### src/rtl/spike_packetizer_if.sv
// Packet stream handshake between the spike packetizer and its consumer.
// The master drives data/valid; the slave answers with ready.
interface spike_packetizer_if;
    logic [31:0] pkt_data;
    logic        pkt_valid;
    logic        pkt_ready;

    modport master (
        output pkt_data,
        output pkt_valid,
        input  pkt_ready
    );

    modport slave (
        input  pkt_data,
        input  pkt_valid,
        output pkt_ready
    );
endinterface

### src/rtl/spike_packetizer.sv
// Collects one-cycle neuron spikes into a pending bitmap and serialises them
// as timestamped 32-bit packets using a round-robin arbiter.
module spike_packetizer #(
    parameter int NUM_NEURONS     = 35,
    parameter int TIMESTAMP_WIDTH = 16,
    parameter int NEURON_ID_WIDTH = 14
) (
    input  logic                   clk,
    input  logic                   rst,
    input  logic [NUM_NEURONS-1:0] neuron_spikes,
    input  logic                   tick,
    spike_packetizer_if.master     pkt,
    output logic                   busy,
    output logic [15:0]            drop_count,
    output logic                   overflow
);

    localparam int IW = (NUM_NEURONS > 1) ? $clog2(NUM_NEURONS) : 1;
    localparam int PW = $clog2(NUM_NEURONS + 1);
    localparam logic [IW-1:0] LAST_IDX = IW'(NUM_NEURONS - 1);

    logic [NUM_NEURONS-1:0]     pending;
    logic [IW-1:0]              last_grant;
    logic [TIMESTAMP_WIDTH-1:0] timestamp;
    logic [31:0]                data_q;
    logic                       valid_q;

    logic [NUM_NEURONS-1:0] above;
    logic [NUM_NEURONS-1:0] grant_mask;
    logic [NUM_NEURONS-1:0] drops;
    logic [NUM_NEURONS-1:0] next_pending;
    logic [IW-1:0]          hi_idx;
    logic [IW-1:0]          lo_idx;
    logic [IW-1:0]          grant_idx;
    logic                   hi_any;
    logic                   lo_any;
    logic                   free;
    logic                   do_grant;
    logic                   eop;
    logic [PW-1:0]          drop_n;
    logic [16:0]            drop_sum;
    logic [15:0]            drop_next;
    logic [31:0]            pkt_next;

    assign free = !valid_q || pkt.pkt_ready;

    // Neurons strictly after the last grant are searched first; the plain
    // lowest-index pick over all pending bits provides the wrap-around.
    always_comb begin
        above  = '0;
        hi_any = 1'b0;
        lo_any = 1'b0;
        hi_idx = '0;
        lo_idx = '0;
        for (int i = 0; i < NUM_NEURONS; i++) begin
            above[i] = (IW'(i) > last_grant);
        end
        for (int i = NUM_NEURONS - 1; i >= 0; i--) begin
            if (pending[i]) begin
                lo_any = 1'b1;
                lo_idx = IW'(i);
                if (above[i]) begin
                    hi_any = 1'b1;
                    hi_idx = IW'(i);
                end
            end
        end
    end

    assign grant_idx = hi_any ? hi_idx : lo_idx;
    assign do_grant  = free && lo_any;

    always_comb begin
        grant_mask = '0;
        if (do_grant) begin
            grant_mask[grant_idx] = 1'b1;
        end
    end

    // A spike landing on a still-pending, ungranted neuron is lost.
    assign drops        = neuron_spikes & pending & ~grant_mask;
    assign next_pending = (pending & ~grant_mask) | neuron_spikes;
    assign eop          = (next_pending == '0);

    always_comb begin
        drop_n = '0;
        for (int i = 0; i < NUM_NEURONS; i++) begin
            drop_n = drop_n + PW'(drops[i]);
        end
    end

    assign drop_sum  = {1'b0, drop_count} + 17'(drop_n);
    assign drop_next = drop_sum[16] ? 16'hFFFF : drop_sum[15:0];

    assign pkt_next = {
        timestamp,
        NEURON_ID_WIDTH'(grant_idx),
        1'b1,
        eop
    };

    always_ff @(posedge clk) begin
        if (!rst) begin
            pending    <= '0;
            last_grant <= LAST_IDX;
            timestamp  <= '0;
            data_q     <= '0;
            valid_q    <= 1'b0;
            drop_count <= '0;
            overflow   <= 1'b0;
        end else begin
            pending    <= next_pending;
            drop_count <= drop_next;
            if (tick) begin
                timestamp <= timestamp + 1'b1;
            end
            if (|drops) begin
                overflow <= 1'b1;
            end
            if (free) begin
                if (lo_any) begin
                    data_q     <= pkt_next;
                    valid_q    <= 1'b1;
                    last_grant <= grant_idx;
                end else begin
                    valid_q <= 1'b0;
                end
            end
        end
    end

    assign pkt.pkt_data  = data_q;
    assign pkt.pkt_valid = valid_q;
    assign busy          = (|pending) || valid_q;

endmodule

### src/flat_wrapper.sv
// flat-port wrapper written by rule: the top's interface ports become plain ports
module spike_packetizer_flat 
#(
    parameter int NUM_NEURONS     = 35,
    parameter int TIMESTAMP_WIDTH = 16,
    parameter int NEURON_ID_WIDTH = 14
)
  (clk, rst, neuron_spikes, tick, busy, drop_count, overflow, pkt_pkt_data, pkt_pkt_valid, pkt_pkt_ready);
  spike_packetizer_if pkt_i ();
  input  logic clk;
  input  logic rst;
  input  logic [NUM_NEURONS-1:0] neuron_spikes;
  input  logic tick;
  output logic busy;
  output logic [15:0] drop_count;
  output logic overflow;
  output wire logic [$bits(pkt_i.pkt_data)-1:0] pkt_pkt_data;
  output wire logic [$bits(pkt_i.pkt_valid)-1:0] pkt_pkt_valid;
  input wire logic [$bits(pkt_i.pkt_ready)-1:0] pkt_pkt_ready;
  assign pkt_pkt_data = pkt_i.pkt_data;
  assign pkt_pkt_valid = pkt_i.pkt_valid;
  assign pkt_i.pkt_ready = pkt_pkt_ready;
  spike_packetizer #(.NUM_NEURONS(NUM_NEURONS), .TIMESTAMP_WIDTH(TIMESTAMP_WIDTH), .NEURON_ID_WIDTH(NEURON_ID_WIDTH)) u_core (.clk(clk), .rst(rst), .neuron_spikes(neuron_spikes), .tick(tick), .pkt(pkt_i), .busy(busy), .drop_count(drop_count), .overflow(overflow));
endmodule
### config.mk
export PLATFORM = sky130hd
export DESIGN_NAME = spike_packetizer_flat
export DESIGN_NICKNAME = d
export VERILOG_FILES = /design/src/rtl/spike_packetizer_if.sv /design/src/rtl/spike_packetizer.sv /design/src/flat_wrapper.sv
export SDC_FILE = /design/constraint.sdc
export NUM_CORES = 1
export LEC_CHECK = 0
export BUFFER_PORTS_ARGS = -buffer_cell sky130_fd_sc_hd__buf_2
export CORE_ASPECT_RATIO = 1.5
export CORE_UTILIZATION = 45
export DETAILED_ROUTE_END_ITERATION = 10
export PLACE_DENSITY = 0.62
export SYNTH_ARGS = -nofsm -noshare
export SYNTH_HDL_FRONTEND = slang
export SYNTH_SLANG_ARGS = --single-unit
### constraint.sdc
create_clock -name clk -period 25.2 [get_ports clk]
set_input_delay 1.26 -clock clk [delete_from_list [all_inputs] [get_ports clk]]
set_output_delay 1.26 -clock clk [all_outputs]
set_load 0.005 [all_outputs]
==> flow_summary.ini, run 1 <==
[worst_hold_path]
min_path_type = reg2reg
min_from = u_core.pkt.pkt_data[23]

[placement]
dp_hpwl_um = 17500
place_congestion = 0.959
dpl-instance-area_sq_mm = 0.00740
portBuffers = 81
dpl.cell_count = 1146

[synthesis]
yosys_warnings = 0
yosysSeqAreaShare_pct = 27.4
synth_seq_cells = 95
syn_avg_cell_area_sq_um = 7.66
synth-edff-count = 0
syn_area_sq_mm = 0.00695
ys_types = 88
synth-async-reset-ratio_pct = 0
synth_cells = 908
ys.flop_type = dfxtp_1

[pwr]
pwr-share-seq_pct = 26.3
power_density_mw_per_mm2 = 90.0
power_w = 0.000693
internal_power_w = 0.000387
max-vdd-ir-drop_mv = 0.110
power_frac_comb_pct = 54.0
p_sw_w = 0.000306
power_leakage_nw = 3.18
p_sw_share_pct = 44.2
p_clk_share_pct = 19.7

[routing]
dr.pass1.iters = 5
route.detailed.drc = 0
drt_iter0_markers = 399
wl_per_cell_um = 19.3
ant_nets = 0
via_per_inst = 5.93
num_vias = 6891
routed_wl_um = 22400

[global_route]
grt_pass1_wl_um = 34900
grt_pass1_vias = 6542
grt_max_degree = 91
groute.usage.overall_pct = 29.2
antenna_found_initial = 0
grt.overflow.total = 0

[floorplanning]
rows = 55
io_pins = 90
initial_utilization_pct = 46.1
dieArea_sq_mm = 0.0160
die_y_um = 154
die_x_um = 103
core_area_sq_mm = 0.0151

[layout]
syn_to_final_growth_pct = 10.6
nets = 1042
finalCoreUtilization_pct = 51.0
drive_gt1_share_pct = 13.6
instances_no_fill = 1162
fin_area_sq_mm = 0.00769
diodes = 0

[clock_network]
clockRootBuffer = clkbuf_16
clk_pin_slew_ps = 80
cts_tree = done
htree_levels = 3
postCtsSetupBuffers = 0
clockBufferDepth = 2
ctsResizeCount = 0
cts.sink_count = 95
numCtsBuffers = 9
postCtsHoldBufs = 0
clk_latency_ps = 350

[worst_setup_path]
start_kind = flop
reg2reg_slack_ps = 14410
worstReg2RegEnd = u_core.drop_count[11]
cp.required_ps = 25480
slowest_delay_ps = 1060
r2r_cells = 35
cp-endpoint = u_core.drop_count[11]
r2r_start = u_core.last_grant[4]
cp-startpoint = u_core.last_grant[4]
critPathSlowestCell = nor3_1
setup.worst_path.class = reg2reg
cp_max_fo = 27
arrival_ps = 11060
cpMostUsedCell = fa_1
worstSetupEndpointType = flop

[sta]
fin_tns_setup_ps = 0
slew_headroom_pct = 11.3
max_freq_ghz = 0.0927
report.final.slew_viol_count = 0
finalClockSkew_ps = 10.1
finalSetupViolations = 0
hold_viol_final = 0
finalCritPeriodShare_pct = 42.8
tightestPinTransition_ps = 1320
rsz0062_at_grt = no
fin_crit_ps = 10790

[outcome]
status = completed

[flow_run]
max_cap_viol_count = 0
[routing by layer]
| metal | vias up | global-route usage [%] | wire length (um) |
|---|---|---|---|
| li1 | 3285 | - | - |
| met1 | 3263 | 31.7 | 8240 |
| met2 | 247 | 49.9 | 11200 |
| met3 | 96 | 4.34 | 1110 |
| met4 | 0 | 22.3 | 1800 |
| met5 | - | 0 | 0 |
[sequential cells by signal, summed over array words and instances (netlist names)]
register and flops:
u_core.pkt.pkt_valid 1, u_core.last_grant 6, u_core.pending 35, u_core.timestamp 16
u_core.overflow 1, u_core.drop_count 16, u_core.pkt.pkt_data 20
[synth_stat cells, drive strengths merged (11+ instances only)]
| master | number | area share [%] |
|---|---|---|
| nor2 | 143 | 7.8 |
| nor2b | 13 | 1.2 |
| or3 | 11 | 1.2 |
| inv | 56 | 3.0 |
| o21ai | 23 | 1.7 |
| xor2 | 14 | 1.8 |
| nand4 | 18 | 1.6 |
| nand3 | 38 | 2.8 |
| nand2 | 88 | 4.8 |
| fa | 28 | 8.1 |
| xnor2 | 13 | 1.6 |
| buf | 27 | 2.5 |
| and2 | 11 | 0.99 |
| nor3 | 23 | 1.7 |
| dfxtp | 95 | 27 |
| a21oi | 70 | 5.1 |
| ha | 17 | 3.1 |
| clkbuf | 29 | 1.6 |
[through the flow]
| step | setup slack [ps] | hold WS [ps] |
|---|---|---|
| after floorplan | 16200 | 444 |
| after global placement | 14710 | 443 |
| after detailed placement | 14560 | 443 |
| after CTS | 14520 | 454 |
| after global routing | 13750 | 477 |
| final | 14410 | 453 |
[how the worst min path moves through the flow]
stage | to | slack [ps] | depth (start not counted)
final | u_core.pkt.pkt_data[23] | 450 | 2
after detailed placement | u_core.pkt.pkt_data[23] | 440 | 2
after global placement | u_core.pkt.pkt_data[31] | 440 | 2
after global routing | u_core.pkt.pkt_data[27] | 480 | 2
after floorplan | u_core.pkt.pkt_data[31] | 440 | 2
after CTS | u_core.pkt.pkt_data[23] | 450 | 2
[worst max-delay path, delay by kind of cell (launching register included)]
| kind | cells | cell delay [ps] |
|---|---|---|
| adders and majority gates | 9 | 3950 |
| AOI/OAI and AO/OA | 11 | 3130 |
| and+or+nand+nor | 9 | 2330 |
| DFF | 1 | 900 |
| buffers and inverters | 5 | 320 |
| xor gates and xnor gates | 1 | 100 |
[final cells by class]
| cell class | instances | area, sq um |
|---|---|---|
| Fill cell | 1532 | 7380 |
| Multi-Input combinational cell | 708 | 4590 |
| Sequential cell | 95 | 1900 |
| Timing Repair Buffer | 88 | 458 |
| Tap cell | 199 | 249 |
| Clock buffer | 9 | 225 |
| Inverter | 56 | 210 |
| Clock inverter | 7 | 62.6 |
[kinds of logic (layout without fill, tap and decap cells)]
kind of cell | Yosys count | in the layout | synth area share [%]
other | 1 | 8 | 0.0539
adder cells (fa/ha/maj) | 46 | 46 | 11.3
flip-flops | 95 | 95 | 27.4
AND/OR/NAND/NOR | 414 | 414 | 29.4
XOR/XNOR | 27 | 27 | 3.40
multiplexers | 2 | 2 | 0.288
buffers and inverters | 112 | 160 | 7.07
AO/OA/AOI/OAI | 211 | 211 | 21.2
[cell usage in the layout, fill, tap and decap left out, types with 8 or more instances in the layout]
cell type  instances
nand4_1           18
clkbuf_16          9
or3_1              8
or4_1              8
nand2b_1           8
ha_1              17
conb_1             8
o211ai_1          10
xnor2_1           13
xor2_1            14
o21ai_0           19
fa_1              28
o31a_1             9
a21oi_1           68
and2_1            11
inv_1             55
nor2_1           142
buf_2             81
a21o_1             9
dfxtp_1           95
nor4_1             9
nand2_1           87
and3_1            10
nand3_1           37
nor3_1            23
a31oi_1            9
nor2b_1           13
[power groups by stage]
stage	clock network, W	logic (W)	registers (W)
2_1_floorplan	0	0.000298	0.000174
3_3_place_gp	0	0.000370	0.000185
3_5_place_dp	0	0.000371	0.000185
4_1_cts	0.000138	0.000375	0.000182
5_1_grt	0.000144	0.000427	0.000184
6_report	0.000136	0.000374	0.000182
No activity file was read; power rests on OpenSTA's default activity.
==> run 2, diff against run 1 <==
ABC_AREA = 1   (was unset)
clock period = 10.6 ns   (was 25.2 ns; I/O delays follow)
==> flow_summary.ini, run 2 <==
[outcome]
status = completed

[placement]
dp_slack_ps = 689
portBuffers = 81
dp_hpwl_um = 18000
place_congestion = 0.935

[worst_setup_path]
arrival_ps = 10100
cpMostUsedCell = inv_1
setup.worst_path.class = reg2reg
cp_max_fo = 6
worstSetupEndpointType = flop
cp.required_ps = 10890
cp_top_family = adder cells
critPathSlowestCell = fa_1
crit_buf_inv = 14
start_kind = flop
slowest_delay_ps = 560
worstReg2RegEnd = u_core.drop_count[10]
reg2reg_slack_ps = 790
r2r_start = u_core.last_grant[1]
r2r_cells = 47

[synthesis]
ys.flop_type = dfxtp_1
ys_types = 51
synthXorXnorAreaFrac_pct = 1.64
syn_area_sq_mm = 0.00694
yosysSeqAreaShare_pct = 27.4
synthSimpleGateAreaFrac_pct = 32.3
synth.area.mux_share_pct = 0
synth_top_family_by_area = simple AND/OR/NAND/NOR gates
synth_cells = 1077
synth_commonest_cells = nand2_1 (216), inv_1 (207), nor2_1 (145)
synth_compound_area_share_pct = 12.8
yosys.area.top_type = dfxtp_1
synthAdderAreaFrac_pct = 11.1
synth-async-reset-ratio_pct = 0
syn_avg_cell_area_sq_um = 6.45
synth_seq_cells = 95
yosysMostFrequentCell = nand2_1
synth_top_area_share_pct = 27.4
netlist_top_cells_area = dfxtp_1 (27%), nand2_1 (12%), inv_1 (11%)
synth-edff-count = 0
yosys_warnings = 0

[global_route]
grt_max_degree = 49
grt_pass1_wl_um = 33500
antenna_found_initial = 0
grt_pass1_vias = 6611
groute.usage.overall_pct = 28.4
grt.overflow.total = 0

[floorplanning]
die_x_um = 103
core_area_sq_mm = 0.0151
dieArea_sq_mm = 0.0159
rows = 55
io_pins = 90
initial_utilization_pct = 46.1
die_y_um = 154

[clock_network]
htree_levels = 3
clockRootBuffer = clkbuf_16
clk_latency_ps = 350
clk_pin_slew_ps = 70
clockBufferDepth = 2
numCtsBuffers = 9
cts.sink_count = 95
cts_tree = done

[routing]
dr.pass1.iters = 6
drt_iter0_markers = 373
met3_length_um = 711
num_vias = 6874
via_per_inst = 5.07
top_layer = met4
m1WireLength_um = 7870
wl_per_cell_um = 16.1
route.detailed.drc = 0
routed_wl_um = 21800
route.met2.wl_um = 11700
ant_nets = 0

[layout]
nets = 1235
largest_reg_flops = 35
finalCoreUtilization_pct = 51.9
drive_gt1_share_pct = 14.2
layout_commonest_cell = nand2_1
registers.top_by_ff_count = u_core.pending
diodes = 0
nFillCells = 1608
syn_to_final_growth_pct = 12.7
final_cell_mix = nand2_1 (216), inv_1 (207), nor2_1 (145), dfxtp_1 (92), buf_2 (81)

[worst_hold_path]
hold_end = u_core.pending[29]
min_from = neuron_spikes[29]
min_path_type = in2reg
worst_hold_path.num_cells = 3

[sta]
slew_headroom_pct = 58.1
finalSetupViolations = 0
report.final.slew_viol_count = 0
finalClockSkew_ps = 9.62
setup_slack_ps = 792
hold_viol_final = 0
max_freq_ghz = 0.102
tightestPinTransition_ps = 629
finalCritPeriodShare_pct = 92.5
fin_crit_ps = 9810

[flow_run]
max_cap_viol_count = 0

[pwr]
max-vdd-ir-drop_mv = 0.214
power_leakage_nw = 3.94
power_density_mw_per_mm2 = 226
## run 2: cell types whose count changed in the layout (fill, tap and decap cells not counted), moves of 9 or more
| cell | before | now |
|---|---|---|
| nor2_2 | 1 | 18 |
| o31a_1 | 9 | 0 |
| o21ai_1 | 4 | 14 |
| a21oi_1 | 68 | 78 |
| nor2b_1 | 13 | 0 |
| inv_2 | 1 | 16 |
| and2_1 | 11 | 1 |
| and3_1 | 10 | 0 |
| nand3_1 | 37 | 55 |
| nand2_1 | 87 | 216 |
| a21o_1 | 9 | 0 |
| inv_1 | 55 | 207 |
| o21ai_0 | 19 | 36 |
## run 2: worst max-delay path by stage
stage                          from                    end  slack [ps]  depth (start not counted)
6_report       u_core.last_grant[1]  u_core.drop_count[10]         790                         47
5_1_grt        u_core.last_grant[1]  u_core.drop_count[10]          -8                         67
4_1_cts        u_core.last_grant[5]  u_core.drop_count[13]         690                         64
3_5_place_dp   u_core.last_grant[5]  u_core.drop_count[13]         690                         64
3_3_place_gp   u_core.last_grant[5]  u_core.drop_count[13]         780                         64
2_1_floorplan  u_core.last_grant[3]  u_core.drop_count[13]        2030                         65
## run 2: layer usage
layer  up-vias  track usage [%]
met2       161             52.3
met1      3136             28.9
met4         0             19.0
met5         -                0
met3        72             3.50
li1       3505                -
## run 2: cells by family (layout without fill, tap and decap cells)
logic type | Yosys count | in the layout
simple gates | 508 | 508
buf+inv | 255 | 327
compound gates | 160 | 160
flops | 95 | 95
fa+ha+maj | 45 | 45
xor+xnor | 13 | 13
other cells | 1 | 8
## run 2: what timing repair did
item / CTS / global route
resized for setup: 0 / 6
hold buffers: 0 / 0
buffers inserted: 0 / 0
setup endpoints to repair: 0 / 6
## run 2: worst min-delay path, cell delays in order
cell and delay (ps):
buf_2 90, a21oi_1 40, nor2_1 70
## run 2: area by class of cell
type	instances	area, sq um	share of cell area (%)
clock buffers	10	239	3.05
clock inverters	6	92.6	1.18
inverters	226	851	10.9
multi-input cells	734	4060	51.8
flip-flops and latches	95	1910	24.3
well taps	199	249	3.18
repair buffers	85	435	5.56
## run 2: power by group
part / switching [W] / leakage, nW / internal, W
clock: 0.000148 / 0.161 / 0.000215
sequential: 0.0000363 / 0.784 / 0.000393
combinational: 0.000606 / 2.99 / 0.000374
total: 0.000790 / 3.94 / 0.000981
## run 2: metrics by stage
stage / instances / power, W / cell area [sq um] / hold WS, ps / setup TNS, ps
final: 1355 / 0.00177 / 7830 / 416 / 0
after global placement: 1339 / 0.00140 / 7480 / 444 / 0
after detailed placement: 1339 / 0.00140 / 7480 / 459 / 0
after global routing: 1355 / 0.00192 / 7830 / 451 / -7.55
after CTS: 1355 / 0.00178 / 7810 / 416 / 0
after floorplan: 1084 / 0.00117 / 6970 / 445 / 0
==> run 3, diff against run 2 <==
PLACE_DENSITY = 0.64   (was 0.62)
clock period = 8.5 ns   (was 10.6 ns; I/O delays follow)
==> flow_summary.ini, run 3 (synthesis gave the netlist of run 2 again) <==
[pwr]
p_sw_share_pct = 42.4
p_sw_w = 0.00124
power_density_mw_per_mm2 = 307
internal_power_w = 0.00169
pwr-share-seq_pct = 18.0
p_clk_share_pct = 15.9
power_leakage_nw = 4.83
power_frac_comb_pct = 66.0
max-vdd-ir-drop_mv = 0.404

[outcome]
status = complete, but fails checks
violations = negative setup slack

[global_route]
grt.overflow.total = 0
grt_pass1_wl_um = 38100
antenna_found_initial = 0
groute.usage.overall_pct = 32.3
grt_max_degree = 62
grt_pass1_vias = 7735

[clock_network]
clk_pin_slew_ps = 70
clk_latency_ps = 360
cts_tree = done
numCtsBuffers = 9
cts.sink_count = 95
clockBufferDepth = 2
postCtsHoldBufs = 0
clockRootBuffer = clkbuf_16
htree_levels = 3

[routing]
num_vias = 7737
drt_iter0_markers = 384
via_per_inst = 5.09
wl_per_cell_um = 16.3
ant_nets = 0
dr.pass1.iters = 5
route.detailed.drc = 0
routed_wl_um = 24800

[layout]
syn_to_final_growth_pct = 37.3
diodes = 0
multi_input_area_sq_mm = 0.00444
layout_commonest_cell = nand2_1
final_cell_mix = nand2_1 (206), inv_1 (200), buf_4 (161), nor2_1 (133), dfxtp_1 (89)
drive_gt1_share_pct = 30.6
largest_reg_flops = 35
nets = 1401
seq_area_sq_mm = 0.00192
nFillCells = 1384
registers.top_by_ff_count = u_core.pending
fin_area_sq_mm = 0.00953
instances_no_fill = 1521

[worst_setup_path]
cp_max_fo = 5
start_kind = flop
arrival_ps = 9170
setup.worst_path.class = reg2reg
cp-startpoint = u_core.last_grant[5]
critPathSlowestCell = fa_1
slowest_delay_ps = 550
cp.required_ps = 8760
worstSetupEndpointType = flop
crit_buf_inv = 10
r2r_start = u_core.last_grant[5]
cp_top_family = adder cells

[sta]
report.final.slew_viol_count = 0
whs_ps = 313
finalClockSkew_ps = 8.99
slew_headroom_pct = 50.7
tightestPinTransition_ps = 739
max_freq_ghz = 0.112
finalCritPeriodShare_pct = 105
finalSetupViolations = 16
rsz0062_at_grt = yes
hold_viol_final = 0
setup_slack_ps = -410
fin_crit_ps = 8910

[flow_run]
max_cap_viol_count = 0

[placement]
dpl.cell_count = 1476
place_congestion = 0.970
dp_hpwl_um = 19200
dpl-instance-area_sq_mm = 0.00852
portBuffers = 81

[floorplanning]
dieArea_sq_mm = 0.0159
die_x_um = 103
die_y_um = 154
rows = 55
core_area_sq_mm = 0.0151
io_pins = 90
initial_utilization_pct = 46.1

[worst_hold_path]
min_from = neuron_spikes[23]
min_path_type = in2reg
[run 3: worst reg2reg max path: cells and delay by family (launching register included)]
kind,cells,cell delay (ps)
xor gates and xnor gates,2,300
AOI/OAI and AO/OA,10,1340
DFF,1,370
buffers and inverters,10,950
adders and majority gates,9,3910
and+or+nand+nor,17,1960
[run 3: power groups by stage]
stage	registers [W]	clock network, W	logic [W]
after floorplan	0.000528	0	0.000937
after global placement	0.000533	0	0.00151
after detailed placement	0.000534	0	0.00154
after CTS	0.000527	0.000474	0.00174
after global routing	0.000533	0.000488	0.00212
final	0.000528	0.000467	0.00193
[run 3: repair_timing]
action / CTS / global route
resized for setup: 75 / 46
pin swaps: 46 / 22
setup buffers: 20 / 10
endpoints found under the setup margin: 16 / 16
[run 3: layout make-up]
class,instances,share of cell area [%]
multi-input combinational,734,46.6
sequential,95,20.1
timing repair buffer,251,18.2
inverter,226,8.95
clock buffer,11,2.65
tap,199,2.61
clock inverter,5,0.906
[run 3: per-stage QoR]
stage	total power, W	TNS (ps)	setup slack (ps)	util (%)
3_3_place_gp	0.00205	-7130	-733	56.5
5_1_grt	0.00314	-11940	-912	63.2
3_5_place_dp	0.00207	-9290	-831	56.5
4_1_cts	0.00274	-982	-155	61.6
2_1_floorplan	0.00147	-3.99	-3.99	-
6_report	0.00293	-3960	-410	63.2
[run 3: path summary, 6_finish.rpt]
kind	slack, ps	depth (start not counted)	endpoint
max	-410	48	u_core.drop_count[9]
min	310	3	u_core.pending[23]
max reg2reg	-410	48	u_core.drop_count[9]
min reg2reg	470	2	u_core.pkt.pkt_data[3]
[run 3: routing by layer]
layer | vias up | wire, um | share of wire [%] | track usage, %
met2 | 246 | 12700 | 51 | 56.1
met4 | 0 | 2310 | 9.3 | 28.6
met5 | - | 0 | 0 | 0
li1 | 3834 | - | - | -
met3 | 129 | 1240 | 5.0 | 6.00
met1 | 3528 | 8570 | 35 | 31.6
